===== src/rtl/calc_display_ctrl.sv =====
// Display end of the calculator digit stream: builds frames in a shadow buffer,
// commits only complete frames, and scans them onto an 8-digit 7-segment display.
module calc_display_ctrl #(
  parameter int PRESCALE = 50000,
  parameter bit BLANK_LZ = 1'b1
) (
  input  logic       clock,
  input  logic       reset,
  input  logic [1:0] status,
  input  logic [3:0] data,
  input  logic [3:0] pos,
  output logic [7:0] an,
  output logic [6:0] seg,
  output logic       dp,
  output logic       frame_upd
);

  localparam int PW = (PRESCALE > 1) ? $clog2(PRESCALE) : 1;
  localparam logic [PW-1:0] PRESC_LAST = PW'(PRESCALE - 1);

  localparam logic [1:0] ST_ERROR = 2'b00;
  localparam logic [1:0] ST_READY = 2'b10;

  localparam logic [6:0] SEG_BLANK = 7'b1111111;
  localparam logic [6:0] SEG_DASH  = 7'b0111111;
  localparam logic [6:0] SEG_E     = 7'b0000110;
  localparam logic [6:0] SEG_R     = 7'b0101111;

  logic [1:0]      status_d;
  logic [3:0]      pos_d;
  logic [7:0][3:0] shadow;
  logic [7:0][3:0] display;
  logic            err;
  logic [PW-1:0]   presc;
  logic [2:0]      idx;

  logic            capture;
  logic            upper_nz;
  logic            blank;
  logic [3:0]      cur;
  logic [6:0]      seg_next;

  function automatic logic [6:0] bcd_to_seg(input logic [3:0] v);
    logic [6:0] s;
    case (v)
      4'd0:    s = 7'b1000000;
      4'd1:    s = 7'b1111001;
      4'd2:    s = 7'b0100100;
      4'd3:    s = 7'b0110000;
      4'd4:    s = 7'b0011001;
      4'd5:    s = 7'b0010010;
      4'd6:    s = 7'b0000010;
      4'd7:    s = 7'b1111000;
      4'd8:    s = 7'b0000000;
      4'd9:    s = 7'b0010000;
      default: s = SEG_DASH;
    endcase
    return s;
  endfunction

  // data arrives one cycle after its pos/status, so those are delayed to pair up.
  assign capture = (status_d != ST_READY) && !pos_d[3];

  always_ff @(posedge clock or negedge reset) begin
    if (!reset) begin
      status_d  <= ST_READY;
      pos_d     <= 4'd0;
      shadow    <= '0;
      display   <= '0;
      err       <= 1'b0;
      frame_upd <= 1'b0;
    end else begin
      status_d  <= status;
      pos_d     <= pos;
      frame_upd <= capture && (pos_d == 4'd7);
      if (capture)
        shadow[pos_d[2:0]] <= data;
      // frame_upd marks the cycle after the last digit landed in shadow.
      if (frame_upd)
        display <= shadow;
      if (status_d == ST_ERROR)
        err <= 1'b1;
    end
  end

  always_ff @(posedge clock or negedge reset) begin
    if (!reset) begin
      presc <= '0;
      idx   <= 3'd0;
    end else if (presc == PRESC_LAST) begin
      presc <= '0;
      idx   <= idx + 3'd1;
    end else begin
      presc <= presc + 1'b1;
    end
  end

  always_comb begin
    cur      = display[idx];
    upper_nz = 1'b0;
    for (int j = 0; j < 8; j++) begin
      if ((3'(j) >= idx) && (display[j] != 4'd0))
        upper_nz = 1'b1;
    end
    blank    = BLANK_LZ && (idx != 3'd0) && !upper_nz;
    seg_next = SEG_BLANK;
    if (err) begin
      case (idx)
        3'd2:       seg_next = SEG_E;
        3'd1, 3'd0: seg_next = SEG_R;
        default:    seg_next = SEG_BLANK;
      endcase
    end else if (!blank) begin
      seg_next = bcd_to_seg(cur);
    end
  end

  always_ff @(posedge clock or negedge reset) begin
    if (!reset) begin
      an  <= 8'hFF;
      seg <= SEG_BLANK;
      dp  <= 1'b1;
    end else begin
      an  <= ~(8'b1 << idx);
      seg <= seg_next;
      dp  <= 1'b1;
    end
  end

endmodule


===== config.mk =====
export PLATFORM = sky130hd
export DESIGN_NAME = calc_display_ctrl
export DESIGN_NICKNAME = d
export VERILOG_FILES = /design/src/rtl/calc_display_ctrl.sv
export SDC_FILE = /design/constraint.sdc
export NUM_CORES = 1
export LEC_CHECK = 0
export CORE_MARGIN = 3
export CORE_UTILIZATION = 55
export DETAILED_ROUTE_END_ITERATION = 7
export PLACE_DENSITY_LB_ADDON = 0.2
export RECOVER_POWER = 25
export SYNTH_ARGS = -nofsm -noshare
export SYNTH_HDL_FRONTEND = slang
export SYNTH_SLANG_ARGS = --single-unit
export TNS_END_PERCENT = 50

===== constraint.sdc =====
create_clock -name clock -period 2.3 [get_ports clock]
set_input_delay 0.345 -clock clock [delete_from_list [all_inputs] [get_ports clock]]
set_output_delay 0.345 -clock clock [all_outputs]
set_load 0.02 [all_outputs]

==> results.json, run 1 <==
{
  "cts_tree": "done",
  "end_kind": "flip-flop",
  "p_switching_mw": 1.28,
  "ant_nets": 0,
  "hold_class": "primary input to asynchronous set/reset pin",
  "grt_most_used_layer": "met2",
  "reg2reg_depth": 7,
  "grt_pass1_wl_mm": 14.3,
  "synth-seq-cells": 106,
  "fillCellCount": 593,
  "drive_above_1_share_pct": 33.0,
  "ys_async_sr_fraction_pct": 100,
  "synth.area.top_cells": "dfrtp_1 49%, mux2_2 16%, dfstp_2 9.1%",
  "yosys.area.top_type": "dfrtp_1",
  "rsz0062_at_grt": "no",
  "clock_latency_ns": 0.36,
  "setup_tns_ns": 0,
  "clkSinkCount": 106,
  "leakage_nw": 2.30,
  "worstMarginPinSlew_ns": 0.894,
  "path_class": "flip-flop to flip-flop",
  "die_y_um": 97.7,
  "ir_drop_v": 0.000444,
  "synth_most_common_cell": "dfrtp_1",
  "ioPinCount": 29,
  "cts_buffers": 9,
  "place_ws_ns": 0.000689,
  "fin_nets": 404,
  "required_ns": 2.59,
  "drtIter0Drc": 182,
  "comb_power_share_pct": 18.4,
  "p_clk_share_pct": 26.2,
  "maxSlewHeadroom_pct": 40.4,
  "final_cells": 487,
  "dieArea_sq_um": 9540,
  "dpl_cell_area_sq_um": 5080,
  "holdWs_ns": 0.447,
  "drtPass1Iterations": 4,
  "io_buffers": 27,
  "placed_cells": 468,
  "syn-cell-area_sq_um": 4620,
  "setup_slack_ns": 0.152,
  "synth_ff_type": "dfrtp_1",
  "drc": 0,
  "die_width_um": 97.7,
  "syn_avg_cell_area_sq_um": 13.8,
  "ctsLongestPathBuffers": 2,
  "maxCapViolations": 0,
  "ys_types": 47,
  "routedWlPerCell_um": 17.4,
  "ys_seq_area_share_pct": 57.8,
  "core_area_sq_um": 7930,
  "first_global_vias": 2832,
  "initial_core_util_pct": 58.3,
  "synth_common_cells": "90 x dfrtp_1, 64 x mux2_2, 17 x nand2_1, 17 x nor2_1, 16 x dfstp_2",
  "rows": 32,
  "slew_viol_final": 0,
  "status": "complete, no violations",
  "antenna_found_initial": 0,
  "finalWeightedCongestion": 0.913,
  "via_per_inst": 5.62,
  "cp-start-kind": "flip-flop",
  "r2r-start": "idx[0]",
  "r2r_end": "seg[4]",
  "power_density_nw_per_um2": 859,
  "min_period_ns": 2.15,
  "area_growth_pct": 14.6,
  "ff2ff_setup_slack_ns": 0.15,
  "fin_crit_sh_pct": 93.4,
  "h-tree-depth": 3,
  "power.internal_mw": 3.27,
  "setup_violations": 0,
  "synth-warning-count": 0,
  "yosysTopAreaCellShare_pct": 48.7,
  "p_sw_share_pct": 28.1,
  "seqPwrFrac_pct": 55.4,
  "ctsRootBufferMaster": "clkbuf_8",
  "use_met3_pct": 3.02,
  "hold_violations": 0,
  "synth-edff-count": 0,
  "synth_fp_nets": 360,
  "clock.fmax_mhz": 466,
  "antenna_cells": 0,
  "dr_total_vias": 2739,
  "fin_area_sq_um": 5300,
  "grt.met2_usage_pct": 29.5,
  "overflow": 0,
  "met1_usage_pct": 27.4,
  "worst_ep_arrival_time_ns": 2.44,
  "track_usage_pct": 19.0,
  "drt-total-wl_mm": 8.49,
  "finClkSkew_ns": 0.0102,
  "syn_inst": 336,
  "grt_max_degree": 68,
  "total_power_mw": 4.55,
  "clkTransAtPathRegs_ns": 0.10,
  "worst-path-max-fanout": 10,
  "hpwl_mm": 6.04,
  "fin_util_pct": 66.9
}
==> state kept, by name, indices dropped and copies added, names as in the netlist <==
register	cells
an	8
display	32
err	1
frame_upd	1
idx	3
pos_d	4
presc	16
seg	7
shadow	32
status_d	2
==> critical path: stages, from the launching register on <==
cell	delay (ns)
dfrtp_2	0.50
mux4_2	0.57
mux2i_4	0.26
inv_1	0.13
ha_1	0.23
mux2i_1	0.13
mux2i_1	0.09
a21oi_1	0.16
==> how the worst max path moves through the flow <==
stage / to / start / cells past startpoint / slack (ns)
floorplan: seg[0] / idx[0] / 8 / 0.22
detailed placement: seg[4] / idx[0] / 7 / 0.0007
global placement: seg[4] / idx[0] / 7 / 0.1
global route: seg[4] / idx[0] / 7 / 0.04
CTS: seg[4] / idx[0] / 7 / 0.12
finish: seg[4] / idx[0] / 7 / 0.15
==> power groups by stage <==
stage | sequential [mW] | clock (mW) | combinational [mW]
CTS | 2.52 | 1.22 | 0.847
floorplan | 2.41 | 0 | 0.666
detailed placement | 2.56 | 0 | 0.844
global placement | 2.54 | 0 | 0.812
global route | 2.56 | 1.30 | 0.931
finish | 2.52 | 1.19 | 0.838
==> final cells by class <==
class                           instances  area [sq um]  share of cell area [%]
Multi-Input combinational cell        206          1840                    34.7
Timing Repair Buffer                   45           402                    7.58
Clock inverter                          5          61.3                    1.16
Clock buffer                           11           151                    2.86
Sequential cell                       106          2670                    50.4
Inverter                               12          45.0                   0.850
Tap cell                              102           128                    2.41
==> cell families (layout without fill, tap and decap cells) <==
logic type / Yosys count / count (layout) / share of synthesized area, %
multiplexers: 78 / 78 / 21.8
flip-flops: 106 / 106 / 57.8
adder cells (fa/ha/maj): 12 / 12 / 3.25
AO/OA/AOI/OAI: 31 / 31 / 4.36
AND/OR/NAND/NOR: 70 / 70 / 7.60
other: 1 / 1 / 0.0811
buffers and inverters: 24 / 73 / 2.41
XOR/XNOR: 14 / 14 / 2.65
==> metal layers <==
| layer | part of all wire (%) | vias to the layer above | routed length (um) |
|---|---|---|---|
| met1 | 48 | 1379 | 4060 |
| met5 | 0 | - | 0 |
| met4 | 1.6 | 0 | 140 |
| met2 | 47 | 67 | 3960 |
| met3 | 3.9 | 13 | 329 |
| li1 | - | 1280 | - |
==> layout by cell type, fill, tap and decap left out, types with 3 or more instances in the layout <==
master           count
a21oi_1             10
and3_1               6
buf_4               16
clkbuf_8            11
clkdlybuf4s50_1     20
dfrtp_1             89
dfstp_2             16
dlygate4sd3_1        7
ha_1                12
inv_1               10
mux2_2              64
mux2i_1              3
mux2i_4              3
mux4_1               3
mux4_2               5
nand2_1             17
nand3_1              5
nand4_1              4
nor2_1              17
nor4_1               8
o21ai_0              4
o21ai_1              4
xnor2_1              6
xor2_1               8
==> timing repair <==
| item | 4_1_cts | 5_1_grt |
|---|---|---|
| buffers inserted | 0 | 2 |
| hold buffers | 1 | 0 |
| endpoints found under the setup margin | 1 | 1 |
| endpoints found under the hold margin | 8 | 0 |
| gates resized for setup | 1 | 0 |
Note: power is estimated with default switching activity, not from simulation.
==> run 2, diff against run 1 <==
==> constraint.sdc (replaced) <==
create_clock -name clock -period 2.5 [get_ports clock]
set_input_delay 0.375 -clock clock [delete_from_list [all_inputs] [get_ports clock]]
set_output_delay 0.375 -clock clock [all_outputs]
set_load 0.02 [all_outputs]
==> run 2 against run 1 <==
Net effect:
- non-clock buffer count fell by 11
- setup slack improved by 0.074 ns
- largest cell class unchanged
- largest power group unchanged
- critical path type unchanged
- critical endpoint is now seg[3]
- fmax fell by 5.5%
- worst hold slack got worse by 0.24 ns
- critical path depth did not move
- global-route usage fell by 1.0 points
- cell count fell by 2.3%
==> results.json, run 2 (same netlist as run 1, synthesis figures left out) <==
{
  "status": "complete, no violations",
  "maxCapViolations": 0,
  "drtPass1Iterations": 4,
  "setup_violations": 0,
  "routedWlPerCell_um": 17.1,
  "grt_max_degree": 48,
  "crit_slowest_cell": "mux4_1",
  "r2r_end": "seg[3]",
  "final_cell_mix": "90 x dfrtp_1, 64 x mux2_2, 20 x clkdlybuf4s50_1",
  "maxSlewHeadroom_pct": 26.4,
  "ant_nets": 0,
  "drc": 0,
  "final_cells": 476,
  "h-tree-depth": 3,
  "slew_viol_final": 0,
  "rows": 32,
  "required_ns": 2.79,
  "fin_nets": 393,
  "finClkSkew_ns": 0.0106,
  "worst_ep_arrival_time_ns": 2.56,
  "cts_buffers": 9,
  "total_power_mw": 4.08,
  "path_class": "flip-flop to flip-flop",
  "finalWeightedCongestion": 0.842,
  "grt.met2_usage_pct": 27.6,
  "overflow": 0,
  "ff2ff_setup_slack_ns": 0.23,
  "antenna_found_initial": 0,
  "largestRegisters": "display x32, shadow x32, presc x16",
  "clkSinkCount": 106,
  "leakage_nw": 2.24,
  "hpwl_mm": 5.79,
  "via_per_inst": 5.74,
  "rsz0062_at_grt": "no",
  "cp-start-kind": "flip-flop",
  "fin_util_pct": 65.6,
  "die_width_um": 97.7,
  "dr_total_vias": 2730,
  "initial_core_util_pct": 58.3,
  "ioPinCount": 29,
  "final_common_cell": "dfrtp_1",
  "grt_pass1_wl_mm": 13.6,
  "drt-total-wl_mm": 8.12,
  "hold_class": "primary input to asynchronous set/reset pin",
  "power_density_nw_per_um2": 784,
  "use_met3_pct": 2.87,
  "drtIter0Drc": 150,
  "ir_drop_v": 0.000634,
  "cts_tree": "done",
  "io_buffers": 27,
  "crit_chain": "mux4_1 -> mux2i_1 -> inv_1 -> ha_1 -> and2_1 -> o21ai_1 -> a21oi_1",
  "drive_above_1_share_pct": 31.3,
  "fin_crit_sh_pct": 91.0,
  "hold_violations": 0,
  "die_y_um": 97.7,
  "setup_tns_ns": 0,
  "antenna_cells": 0,
  "max_stage_delay_ns": 0.60,
  "area_growth_pct": 12.5,
  "ctsRootBufferMaster": "clkbuf_8",
  "worst-path-max-fanout": 7,
  "core_area_sq_um": 7930,
  "clkTransAtPathRegs_ns": 0.10,
  "first_global_vias": 2699,
  "end_kind": "flip-flop",
  "ctsLongestPathBuffers": 2,
  "reg2reg_depth": 7,
  "clock_latency_ns": 0.36,
  "clock.fmax_mhz": 440,
  "r2r-start": "idx[0]",
  "min_period_ns": 2.27,
  "track_usage_pct": 18.0,
  "met1_usage_pct": 26.5,
  "grt_most_used_layer": "met2",
  "placed_cells": 460,
  "fillCellCount": 609,
  "worstMarginPinSlew_ns": 1.10,
  "cts_hold_buf": 0,
  "dieArea_sq_um": 9540
}
==> run 2: cell count changes in the layout (fill, tap and decap cells not counted), sizes merged <==
cell / delta
inv: -1
clkbuf: -1
clkinv: +2
dlygate4sd3: -1
buf: -10
==> run 2: report_power, final <==
part           leakage (nW)  internal (mW)  total [mW]  switching [mW]
Sequential             1.28           2.04        2.31           0.267
Combinational         0.874          0.426       0.742           0.316
Clock                0.0925          0.465        1.03           0.564
Total                  2.24           2.93        4.08            1.15
==> run 2: what timing repair did <==
item	in CTS	in global routing
endpoints found under the setup margin	0	7
gates resized for setup	0	1
setup buffers	0	0
==> run 2: layer usage <==
metal	part of all wire [%]	up-vias
met1	49	1396
li1	-	1261
met4	1.3	0
met2	47	62
met5	0	-
met3	3.5	11
==> run 2: how the worst max path moves through the flow <==
stage                      start      to  slack [ns]  depth (start not counted)
final                     idx[0]  seg[3]        0.23                          7
after global routing      idx[0]  seg[0]       0.009                          7
after floorplan           idx[0]  seg[0]        0.42                          8
after global placement    idx[0]  seg[4]        0.22                          8
after detailed placement  idx[0]  seg[4]        0.12                          8
after CTS                 idx[0]  seg[4]        0.09                          8
==> run 2: area by class of cell <==
cell class | count | area (sq um) | share of cell area [%]
Sequential cell | 106 | 2670 | 51.4
Multi-Input combinational cell | 206 | 1840 | 35.5
Timing Repair Buffer | 34 | 315 | 6.06
Clock buffer | 10 | 128 | 2.45
Tap cell | 102 | 128 | 2.45
Clock inverter | 6 | 67.6 | 1.30
Inverter | 12 | 45.0 | 0.866
==> run 2: critical path: cells and delay by family (launching register included) <==
family	cells	cell delay, ns
adders and majority gates	1	0.19
and+or+nand+nor	1	0.14
muxes	2	0.99
buffers and inverters	1	0.12
AOI/OAI and AO/OA	2	0.21
DFF	1	0.55
==> run 2: per-stage QoR <==
step	hold WS, ns	instance area (sq um)	setup slack [ns]
after detailed placement	0.409	5020	0.121
after floorplan	0.0794	4620	0.422
after global routing	0.292	5200	0.00858
final	0.207	5200	0.226
after global placement	0.410	5020	0.217
after CTS	0.0159	5210	0.0922
==> run 3, diff against run 2 <==
--- a/config.mk
+++ b/config.mk
@@ -5,6 +5,7 @@
 export SDC_FILE = /design/constraint.sdc
 export NUM_CORES = 1
 export LEC_CHECK = 0
+export ABC_AREA = 1
 export CORE_MARGIN = 3
 export CORE_UTILIZATION = 55
 export DETAILED_ROUTE_END_ITERATION = 7
==> run 3 against run 2 <==
Net effect:
- critical path depth rose by 6
- cell count rose by 45%
- design area rose by 5.7%
- routed wire length rose by 14%
- register-to-register slack improved by 0.19 ns
- clock power rose by 5%
- critical path type unchanged
- largest cell class unchanged
==> results.json, run 3 <==
{
  "maxSlewHeadroom_pct": 40.5,
  "ioPinCount": 29,
  "cts_buffers": 9,
  "finalWeightedCongestion": 0.928,
  "routedWlPerCell_um": 13.4,
  "antenna_found_initial": 0,
  "dieArea_sq_um": 10100,
  "required_ns": 2.79,
  "synth_compound_area_share_pct": 9.94,
  "grt_max_degree": 65,
  "synth_top_family_by_area": "simple AND/OR/NAND/NOR gates",
  "core_area_sq_um": 8460,
  "setup_tns_ns": 0,
  "clock.fmax_mhz": 480,
  "cp-start-kind": "flip-flop",
  "fin_crit_sh_pct": 83.4,
  "synth-edff-count": 0,
  "via_per_inst": 5.13,
  "yosys.area.top_type": "dfrtp_1",
  "hpwl_mm": 6.71,
  "syn_inst": 552,
  "synth_ff_type": "dfrtp_1",
  "largestRegisters": "display x32, shadow x32, presc x16",
  "worst-path-max-fanout": 18,
  "synthXorXnorAreaFrac_pct": 1.25,
  "rows": 33,
  "synth.area.mux_share_pct": 0,
  "track_usage_pct": 20.4,
  "initial_core_util_pct": 58.1,
  "syn_avg_cell_area_sq_um": 8.91,
  "ys_seq_area_share_pct": 54.3,
  "drive_above_1_share_pct": 14.3,
  "min_period_ns": 2.09,
  "fin_nets": 606,
  "synth_most_common_cell": "nand2_1",
  "reg2reg_depth": 13,
  "first_global_vias": 3419,
  "hold_violations": 0,
  "clkTransAtPathRegs_ns": 0.10,
  "die_width_um": 101,
  "holdPathStages": 1,
  "ff2ff_setup_slack_ns": 0.41,
  "worstMarginPinSlew_ns": 0.893,
  "drtIter0Drc": 219,
  "setup_violations": 0,
  "rsz0062_at_grt": "no",
  "grt_pass1_wl_mm": 16.3,
  "hp-start": "presc[0]",
  "synth-seq-cells": 106,
  "clock_latency_ns": 0.37,
  "drc": 0,
  "leakage_nw": 2.62,
  "ctsResizeCount": 0,
  "synth-warning-count": 0,
  "power_density_nw_per_um2": 681,
  "drtPass1Iterations": 5,
  "final-seq-area_sq_um": 2670,
  "synth_common_cells": "132 x nand2_1, 90 x dfrtp_1, 70 x inv_1, 55 x o21ai_0, 40 x nor2_1",
  "end_kind": "flip-flop",
  "dr_total_vias": 3553,
  "ys_async_sr_fraction_pct": 100,
  "fillCellCount": 728,
  "synth-simple-area-share_pct": 23.8,
  "cts_tree": "done",
  "ant_nets": 0,
  "final_cells": 692,
  "ctsLongestPathBuffers": 2,
  "area_growth_pct": 11.7,
  "path_class": "flip-flop to flip-flop",
  "maxCapViolations": 0,
  "overflow": 0,
  "synthAdderAreaFrac_pct": 3.05,
  "multiInputGateArea_sq_um": 1880,
  "final_cell_mix": "132 x nand2_1, 90 x dfrtp_1, 70 x inv_1",
  "r2r-start": "idx[0]",
  "clkSinkCount": 106,
  "worst_ep_arrival_time_ns": 2.38,
  "synth_fp_nets": 576,
  "synth.area.top_cells": "dfrtp_1 46%, nand2_1 10%, dfstp_2 8.5%",
  "status": "complete, no violations",
  "ys_types": 35,
  "antenna_cells": 0,
  "final_common_cell": "nand2_1",
  "placed_cells": 675,
  "ir_drop_v": 0.000371,
  "finClkSkew_ns": 0.0126,
  "crit_start": "idx[0]",
  "drt-total-wl_mm": 9.29,
  "hold-path-endpoint": "presc[0]",
  "total_power_mw": 3.74,
  "yosysTopAreaCellShare_pct": 45.8,
  "io_buffers": 27,
  "ctsRootBufferMaster": "clkbuf_8",
  "r2r_end": "seg[3]",
  "h-tree-depth": 3,
  "hold_class": "flip-flop to flip-flop",
  "syn-cell-area_sq_um": 4920,
  "die_y_um": 101,
  "slew_viol_final": 0
}
-- run 3: routing by layer --
layer | GRT usage, % | vias up | share of wire [%]
met2 | 32.4 | 85 | 47
li1 | - | 1806 | -
met5 | 0 | - | 0
met1 | 28.0 | 1649 | 47
met3 | 4.57 | 13 | 4.6
met4 | 6.32 | 0 | 1.4
-- run 3: critical path, stage by stage, from the launching register on --
cell     delay [ns]
dfrtp_1        0.53
inv_2          0.30
nand2_1        0.10
nand3_1        0.08
nand2_1        0.07
a21oi_2        0.23
inv_1          0.10
ha_1           0.20
inv_1          0.05
nand3_1        0.09
nand3_1        0.09
nand3_1        0.07
nand2_1        0.06
nand2_1        0.05
-- run 3: cells by family after synthesis --
| family | count (synthesis) |
|---|---|
| AOI/OAI and AO/OA | 86 |
| xor gates and xnor gates | 7 |
| adders and majority gates | 12 |
| buffers and inverters | 89 |
| DFF | 106 |
| other | 1 |
| and+or+nand+nor | 251 |
-- run 3: stage by stage --
stage / setup slack (ns) / area (sq um) / hold WS, ns / utilization (%)
2_1_floorplan: 0.758 / 4920 / 0.0794 / -
3_3_place_gp: 0.555 / 5280 / 0.353 / 62.4
3_5_place_dp: 0.463 / 5280 / 0.359 / 62.4
4_1_cts: 0.445 / 5500 / 0.388 / 65.0
5_1_grt: 0.154 / 5500 / 0.492 / 64.9
6_report: 0.415 / 5500 / 0.459 / 64.9
-- run 3: where the power goes --
part           switching, mW  internal, mW
clock                  0.584         0.501
combinational          0.391         0.209
sequential             0.107          1.95
-- run 3: cell type report --
type,instances,share of cell area (%)
well taps,105,2.39
clock buffers,10,2.50
clock inverters,6,1.30
inverters,76,5.24
multi-input cells,357,34.2
flip-flops and latches,106,48.6
repair buffers,32,5.78
-- run 3: how the worst max path moves through the flow --
stage | end | cells after the start
floorplan | seg[0] | 14
global placement | seg[0] | 13
detailed placement | seg[3] | 13
CTS | seg[3] | 13
global route | seg[0] | 13
finish | seg[3] | 13
-- run 3: timing repair --
item,CTS,global route
setup buffers,0,0
hold buffers,1,0
hold endpoints to repair,33,0
